### src/rtl/decomp_ctrl_if.sv
// Bus bundle between the decompression controller and its environment.
//   fetch side  : fetch_word / fetch_valid in, fetch_ready out
//   token table : tt_addr / tt_ofs out, tt_len / tt_data back (combinational read)
//   decoder side: instr / instr_valid out, instr_ready in
// The master modport is the controller's view; the slave modport is the
// view of whatever surrounds it (memory, token table, decoder).
interface decomp_ctrl_if #(
  parameter int WIDTH = 32,
  parameter int TOKW  = 8,
  parameter int LENW  = 3
);
  logic [WIDTH-1:0] fetch_word;
  logic             fetch_valid;
  logic             fetch_ready;
  logic [TOKW-1:0]  tt_addr;
  logic [LENW-1:0]  tt_ofs;
  logic [LENW-1:0]  tt_len;
  logic [WIDTH-1:0] tt_data;
  logic [WIDTH-1:0] instr;
  logic             instr_valid;
  logic             instr_ready;

  modport master (
    input  fetch_word, fetch_valid, tt_len, tt_data, instr_ready,
    output fetch_ready, tt_addr, tt_ofs, instr, instr_valid
  );

  modport slave (
    output fetch_word, fetch_valid, tt_len, tt_data, instr_ready,
    input  fetch_ready, tt_addr, tt_ofs, instr, instr_valid
  );
endinterface

### src/rtl/decomp_ctrl.sv
// Instruction decompression controller.
// Plain fetch words pass straight to the decoder register with one cycle of
// latency. A token word (top nibble 4'hF) is replaced by the instruction
// sequence stored in the token table: one LOOKUP cycle reads its length,
// then EXPAND emits offsets 0..len-1 as the decoder slot frees up.
// Ports:
//   clk       - clock, rising edge
//   reset     - asynchronous, active-low reset
//   flush     - synchronous abort; drops the current instruction and expansion
//   bus       - fetch / token table / decoder bundle (master modport)
//   busy      - controller is not in IDLE
//   tok_err   - one-cycle pulse when a token has zero length
//   tok_count - number of completed token expansions (wraps)
module decomp_ctrl #(
  parameter int WIDTH = 32,
  parameter int TOKW  = 8,
  parameter int LENW  = 3
) (
  input  logic              clk,
  input  logic              reset,
  input  logic              flush,
  decomp_ctrl_if.master     bus,
  output logic              busy,
  output logic              tok_err,
  output logic [15:0]       tok_count
);

  localparam logic [1:0] ST_IDLE   = 2'd0;
  localparam logic [1:0] ST_LOOKUP = 2'd1;
  localparam logic [1:0] ST_EXPAND = 2'd2;

  logic [1:0]       state_q, state_d;
  logic [TOKW-1:0]  idx_q, idx_d;
  logic [LENW-1:0]  cnt_q, cnt_d;
  logic [LENW-1:0]  len_q, len_d;
  logic [WIDTH-1:0] instr_q, instr_d;
  logic             instr_valid_q, instr_valid_d;
  logic             tok_err_q, tok_err_d;
  logic [15:0]      tok_count_q, tok_count_d;

  logic slot_free;
  logic fetch_ready_c;
  logic accept;
  logic is_token;
  logic last_ofs;

  // The output register can take a new word if empty or being drained now.
  assign slot_free     = !instr_valid_q || bus.instr_ready;
  // reset is folded in so fetch_ready reads 0 while the block is held in reset.
  assign fetch_ready_c = (state_q == ST_IDLE) && slot_free && !flush && reset;
  assign accept        = bus.fetch_valid && fetch_ready_c;
  assign is_token      = (bus.fetch_word[WIDTH-1 -: 4] == 4'hF);
  assign last_ofs      = (cnt_q == len_q - LENW'(1));

  always_comb begin
    state_d       = state_q;
    idx_d         = idx_q;
    cnt_d         = cnt_q;
    len_d         = len_q;
    instr_d       = instr_q;
    instr_valid_d = instr_valid_q;
    tok_err_d     = 1'b0;
    tok_count_d   = tok_count_q;

    // Default drain; any load below overrides it.
    if (bus.instr_ready) begin
      instr_valid_d = 1'b0;
    end

    if (flush) begin
      state_d       = ST_IDLE;
      cnt_d         = '0;
      instr_valid_d = 1'b0;
    end else begin
      case (state_q)
        ST_IDLE: begin
          if (accept) begin
            if (is_token) begin
              idx_d   = bus.fetch_word[TOKW-1:0];
              cnt_d   = '0;
              state_d = ST_LOOKUP;
            end else begin
              instr_d       = bus.fetch_word;
              instr_valid_d = 1'b1;
            end
          end
        end
        ST_LOOKUP: begin
          len_d = bus.tt_len;
          if (bus.tt_len == '0) begin
            tok_err_d = 1'b1;
            state_d   = ST_IDLE;
          end else begin
            state_d = ST_EXPAND;
          end
        end
        ST_EXPAND: begin
          if (slot_free) begin
            instr_d       = bus.tt_data;
            instr_valid_d = 1'b1;
            cnt_d         = cnt_q + LENW'(1);
            if (last_ofs) begin
              state_d     = ST_IDLE;
              tok_count_d = tok_count_q + 16'd1;
            end
          end
        end
        default: begin
          state_d = ST_IDLE;
        end
      endcase
    end
  end

  always_ff @(posedge clk or negedge reset) begin
    if (!reset) begin
      state_q       <= ST_IDLE;
      idx_q         <= '0;
      cnt_q         <= '0;
      len_q         <= '0;
      instr_q       <= '0;
      instr_valid_q <= 1'b0;
      tok_err_q     <= 1'b0;
      tok_count_q   <= '0;
    end else begin
      state_q       <= state_d;
      idx_q         <= idx_d;
      cnt_q         <= cnt_d;
      len_q         <= len_d;
      instr_q       <= instr_d;
      instr_valid_q <= instr_valid_d;
      tok_err_q     <= tok_err_d;
      tok_count_q   <= tok_count_d;
    end
  end

  assign bus.fetch_ready = fetch_ready_c;
  assign bus.tt_addr     = (state_q != ST_IDLE) ? idx_q : '0;
  assign bus.tt_ofs      = (state_q != ST_IDLE) ? cnt_q : '0;
  assign bus.instr       = instr_q;
  assign bus.instr_valid = instr_valid_q;
  assign busy            = (state_q != ST_IDLE);
  assign tok_err         = tok_err_q;
  assign tok_count       = tok_count_q;

endmodule

### src/flat_wrapper.sv
// flat-port wrapper written by rule: the top's interface ports become plain ports
module decomp_ctrl_flat 
#(
  parameter int WIDTH = 32,
  parameter int TOKW  = 8,
  parameter int LENW  = 3
)
  (clk, reset, flush, busy, tok_err, tok_count, bus_fetch_word, bus_fetch_valid, bus_tt_len, bus_tt_data, bus_instr_ready, bus_fetch_ready, bus_tt_addr, bus_tt_ofs, bus_instr, bus_instr_valid);
  decomp_ctrl_if #(.WIDTH(WIDTH), .TOKW(TOKW), .LENW(LENW)) bus_i ();
  input  logic clk;
  input  logic reset;
  input  logic flush;
  output logic busy;
  output logic tok_err;
  output logic [15:0] tok_count;
  input wire logic [$bits(bus_i.fetch_word)-1:0] bus_fetch_word;
  input wire logic [$bits(bus_i.fetch_valid)-1:0] bus_fetch_valid;
  input wire logic [$bits(bus_i.tt_len)-1:0] bus_tt_len;
  input wire logic [$bits(bus_i.tt_data)-1:0] bus_tt_data;
  input wire logic [$bits(bus_i.instr_ready)-1:0] bus_instr_ready;
  output wire logic [$bits(bus_i.fetch_ready)-1:0] bus_fetch_ready;
  output wire logic [$bits(bus_i.tt_addr)-1:0] bus_tt_addr;
  output wire logic [$bits(bus_i.tt_ofs)-1:0] bus_tt_ofs;
  output wire logic [$bits(bus_i.instr)-1:0] bus_instr;
  output wire logic [$bits(bus_i.instr_valid)-1:0] bus_instr_valid;
  assign bus_i.fetch_word = bus_fetch_word;
  assign bus_i.fetch_valid = bus_fetch_valid;
  assign bus_i.tt_len = bus_tt_len;
  assign bus_i.tt_data = bus_tt_data;
  assign bus_i.instr_ready = bus_instr_ready;
  assign bus_fetch_ready = bus_i.fetch_ready;
  assign bus_tt_addr = bus_i.tt_addr;
  assign bus_tt_ofs = bus_i.tt_ofs;
  assign bus_instr = bus_i.instr;
  assign bus_instr_valid = bus_i.instr_valid;
  decomp_ctrl #(.WIDTH(WIDTH), .TOKW(TOKW), .LENW(LENW)) u_core (.clk(clk), .reset(reset), .flush(flush), .bus(bus_i), .busy(busy), .tok_err(tok_err), .tok_count(tok_count));
endmodule
### config.mk
export PLATFORM = sky130hd
export DESIGN_NAME = decomp_ctrl_flat
export DESIGN_NICKNAME = d
export VERILOG_FILES = /design/src/rtl/decomp_ctrl_if.sv /design/src/rtl/decomp_ctrl.sv /design/src/flat_wrapper.sv
export SDC_FILE = /design/constraint.sdc
export NUM_CORES = 1
export LEC_CHECK = 0
export CAP_MARGIN = 20
export CELL_PAD_IN_SITES_DETAIL_PLACEMENT = 0
export CELL_PAD_IN_SITES_GLOBAL_PLACEMENT = 1
export CORE_UTILIZATION = 28
export DETAILED_ROUTE_END_ITERATION = 6
export HOLD_SLACK_MARGIN = 0.05
export PLACE_DENSITY_LB_ADDON = 0.2
export SLEW_MARGIN = 40
export SYNTH_ARGS = -nofsm -noshare
export SYNTH_HDL_FRONTEND = slang
export SYNTH_SLANG_ARGS = --single-unit
### constraint.sdc
create_clock -name clk -period 2.1 [get_ports clk]
set_clock_uncertainty 0.15 [all_clocks]
set_input_delay 0.42 -clock clk [delete_from_list [all_inputs] [get_ports clk]]
set_output_delay 0.42 -clock clk [all_outputs]
set_load 0.02 [all_outputs]
==> results.json <==
{
  "track_usage_pct": 15.27,
  "report.final.setup_viol": 0,
  "route.detailed.drc": 0,
  "worstPathRequired_ns": 2.20,
  "ff_to_ff_start": "u_core.state_q[0]",
  "route.antenna.remaining_nets": 0,
  "ys_seq_elements": 66,
  "vias": 2872,
  "cts_post_setup_buffers_inserted": 0,
  "chipWidth_um": 108.6,
  "timing.hold.worst.class": "reg -> reg",
  "nets_in_the_synthesized_netlist": 403,
  "drt-pass1-iter-count": 4,
  "synthesis.area_per_instance_um2": 9.693,
  "place.port_buffers": 134,
  "drt-wirelength-per-cell_um": 13.46,
  "ios": 135,
  "drive_gt1_share_pct": 14.23,
  "synth_top_area_share_pct": 51.95,
  "design_area_um2": 5131,
  "post_synth_instance_area_um2": 3179,
  "period_needed_ns": 2.068,
  "p_leak_uw": 0.002228,
  "grt_first_pass_wirelength_um": 13570,
  "maximum_number_of_pins_on_one_net_before_global_route_repair": 36,
  "synth.lib_cells_used.distinct": 31,
  "gp_congestion": 0.7296,
  "critical_path_at_ns": 2.17,
  "largest_area_contributor_in_the_synthesized_netlist": "dfrtp_1",
  "layout_commonest_cell": "clkdlybuf4s50_1",
  "gr-total-overflow": 0,
  "post_synthesis_cell_count": 328,
  "largest_driver_fanout_on_the_critical_path": 9,
  "detail_route.vias_per_cell": 4.595,
  "clock_net_sink_count": 66,
  "timing_startpoint_of_the_critical_path": "flush",
  "max_slew.worst_pin.slew_ns": 0.4558,
  "vdd_drop_max_uv": 309.9,
  "dpl.hpwl_um": 6140,
  "tritoncts_clock_tree": "done",
  "final-hold-violation-count": 0,
  "std_cell_rows": 38,
  "p_per_area_nw_per_um2": 752.6,
  "drv_slew": 0,
  "finalCoreUtilization_pct": 46.92,
  "layout.nets": 556,
  "worst_setup_path_start_kind": "primary input",
  "drt_wl_total_um": 8412,
  "root_buffer": "clkbuf_16",
  "die_height_um": 108.6,
  "final_min_period_over_clock_period_pct": 98.48,
  "grt_setup_unrepaired": "true",
  "htree_num_levels": 3,
  "clock_latency_late_sink_ns": 0.33,
  "antennaDiodeCount": 0,
  "design.die.area_um2": 11790,
  "clk_pin_slew_ns": 0.05,
  "effective_utilization_at_floorplan_pct": 29.07,
  "core_region_area_um2": 10940,
  "crit_type": "in -> reg",
  "initialDrtViolationCount": 110,
  "outcome": "complete, no violations",
  "yosysSeqAreaShare_pct": 51.95,
  "post_dp_cell_area_um2": 4821,
  "timing.max_slew.rel_slack_pct": 69.61,
  "max_cap_violations": 0,
  "worstHoldStart": "u_core.tok_count[15]",
  "clock.fmax_ghz": 0.4836,
  "initial_antenna_violation_count": 0,
  "grt_pass1_vias": 2709,
  "end_kind": "flip-flop",
  "ys_warn_count": 0,
  "areaGrowthSynthToFinish_pct": 61.39,
  "cts-buffers-inserted": 9,
  "max-clock-path-buffers": 2,
  "most-common-layout-cells": "clkdlybuf4s50_1, nand2_1, dfrtp_1",
  "synth.area.top_cells": "dfrtp_1, nand2_1, a31oi_1"
}
-- power by group --
part / switching (uW) / internal [uW] / total (uW)
sequential: 80.1 / 1430 / 1510
clock: 535 / 917 / 1450
combinational: 417 / 484 / 901
-- stage by stage --
step	hold WS, ns	setup WS (ns)	std cells	total power (uW)	TNS [ns]
after global placement	0.3045	-0.3717	609	2427	-6.874
after CTS	0.3207	-0.02868	625	3918	-0.02868
final	0.3120	0.03197	625	3862	0
after floorplan	-0.02559	0.02977	328	1913	0
after detailed placement	0.3139	-0.3883	609	2433	-6.557
after global routing	0.3509	-0.02250	625	4068	-0.06711
-- flip-flops by register name (all words and copies together), names as in the netlist --
name / flops
u_core.tok_err: 1
u_core.state_q: 2
u_core.bus.instr_valid: 1
u_core.bus.instr: 32
u_core.tok_count: 16
u_core.len_q: 3
u_core.idx_q: 8
u_core.cnt_q: 3
-- worst paths after layout --
| check | slack, ns | depth (start not counted) | end |
|---|---|---|---|
| setup / recovery | 0.03 | 6 | u_core.tok_count[8] |
| hold / removal | 0.31 | 1 | u_core.tok_count[15] |
| setup reg to reg | 0.11 | 6 | u_core.tok_count[8] |
| hold reg to reg | 0.31 | 1 | u_core.tok_count[15] |
| max in group asynchronous | 0.86 | 3 | u_core.tok_count[6] |
| min in group asynchronous | 0.57 | 3 | u_core.state_q[1] |
-- worst max-delay path, cell delays in order --
cell             delay (ns)
clkdlybuf4s50_1        0.48
buf_4                  0.22
nor4b_4                0.42
nand4_4                0.18
nor4_2                 0.27
xor2_1                 0.18
-- Yosys cell counts --
master	instances
inv_1	6
nor4_4	3
ha_1	3
clkbuf_1	14
a21oi_1	3
and3_1	3
nand3_1	6
buf_2	1
nand2b_4	1
a32oi_1	1
nor4_2	3
xnor3_1	1
nand4_1	3
nor3b_1	1
nand2_1	78
mux2_2	10
nor3_1	1
nor2_1	46
nand4_4	2
or4_1	1
a31oi_1	33
o21ai_0	5
nand2b_1	1
o311ai_0	1
nor2b_1	13
buf_6	2
dfrtp_1	66
nor4b_4	1
nor4b_1	2
xor2_1	10
xnor2_1	7
-- area by class of cell --
cell class / count / area (um^2)
clock inverter: 2 / 10.01
timing repair buffer: 159 / 1538
multi-input combinational: 239 / 1453
tap: 140 / 175.2
sequential: 66 / 1653
fill: 1100 / 5804
clock buffer: 13 / 280.3
inverter: 6 / 22.52
-- timing repair --
| action | 4_1_cts | 5_1_grt |
|---|---|---|
| endpoints found under the hold margin | 66 | 0 |
| gates resized for setup | 16 | 8 |
| cloned | 0 | 0 |
| pin swaps | 0 | 5 |
| setup endpoints to repair | 14 | 24 |
| hold buffers | 1 | 0 |
-- cells by family after synthesis --
logic type / synth area share [%]
xor gates and xnor gates: 5.391
buffers and inverters: 3.227
AOI/OAI and AO/OA: 8.304
muxes: 3.542
DFF: 51.95
and+or+nand+nor: 26.41
adders and majority gates: 1.181
-- layer usage --
layer  GRT usage [%]  vias up  wire (um)
met5               0        -          0
met2           22.60       95       3723
li1                -     1417          -
met3           6.932       14        769
met4           6.371        0        138
met1           19.15     1346       3780
Note: power is estimated with default switching activity, not from simulation.
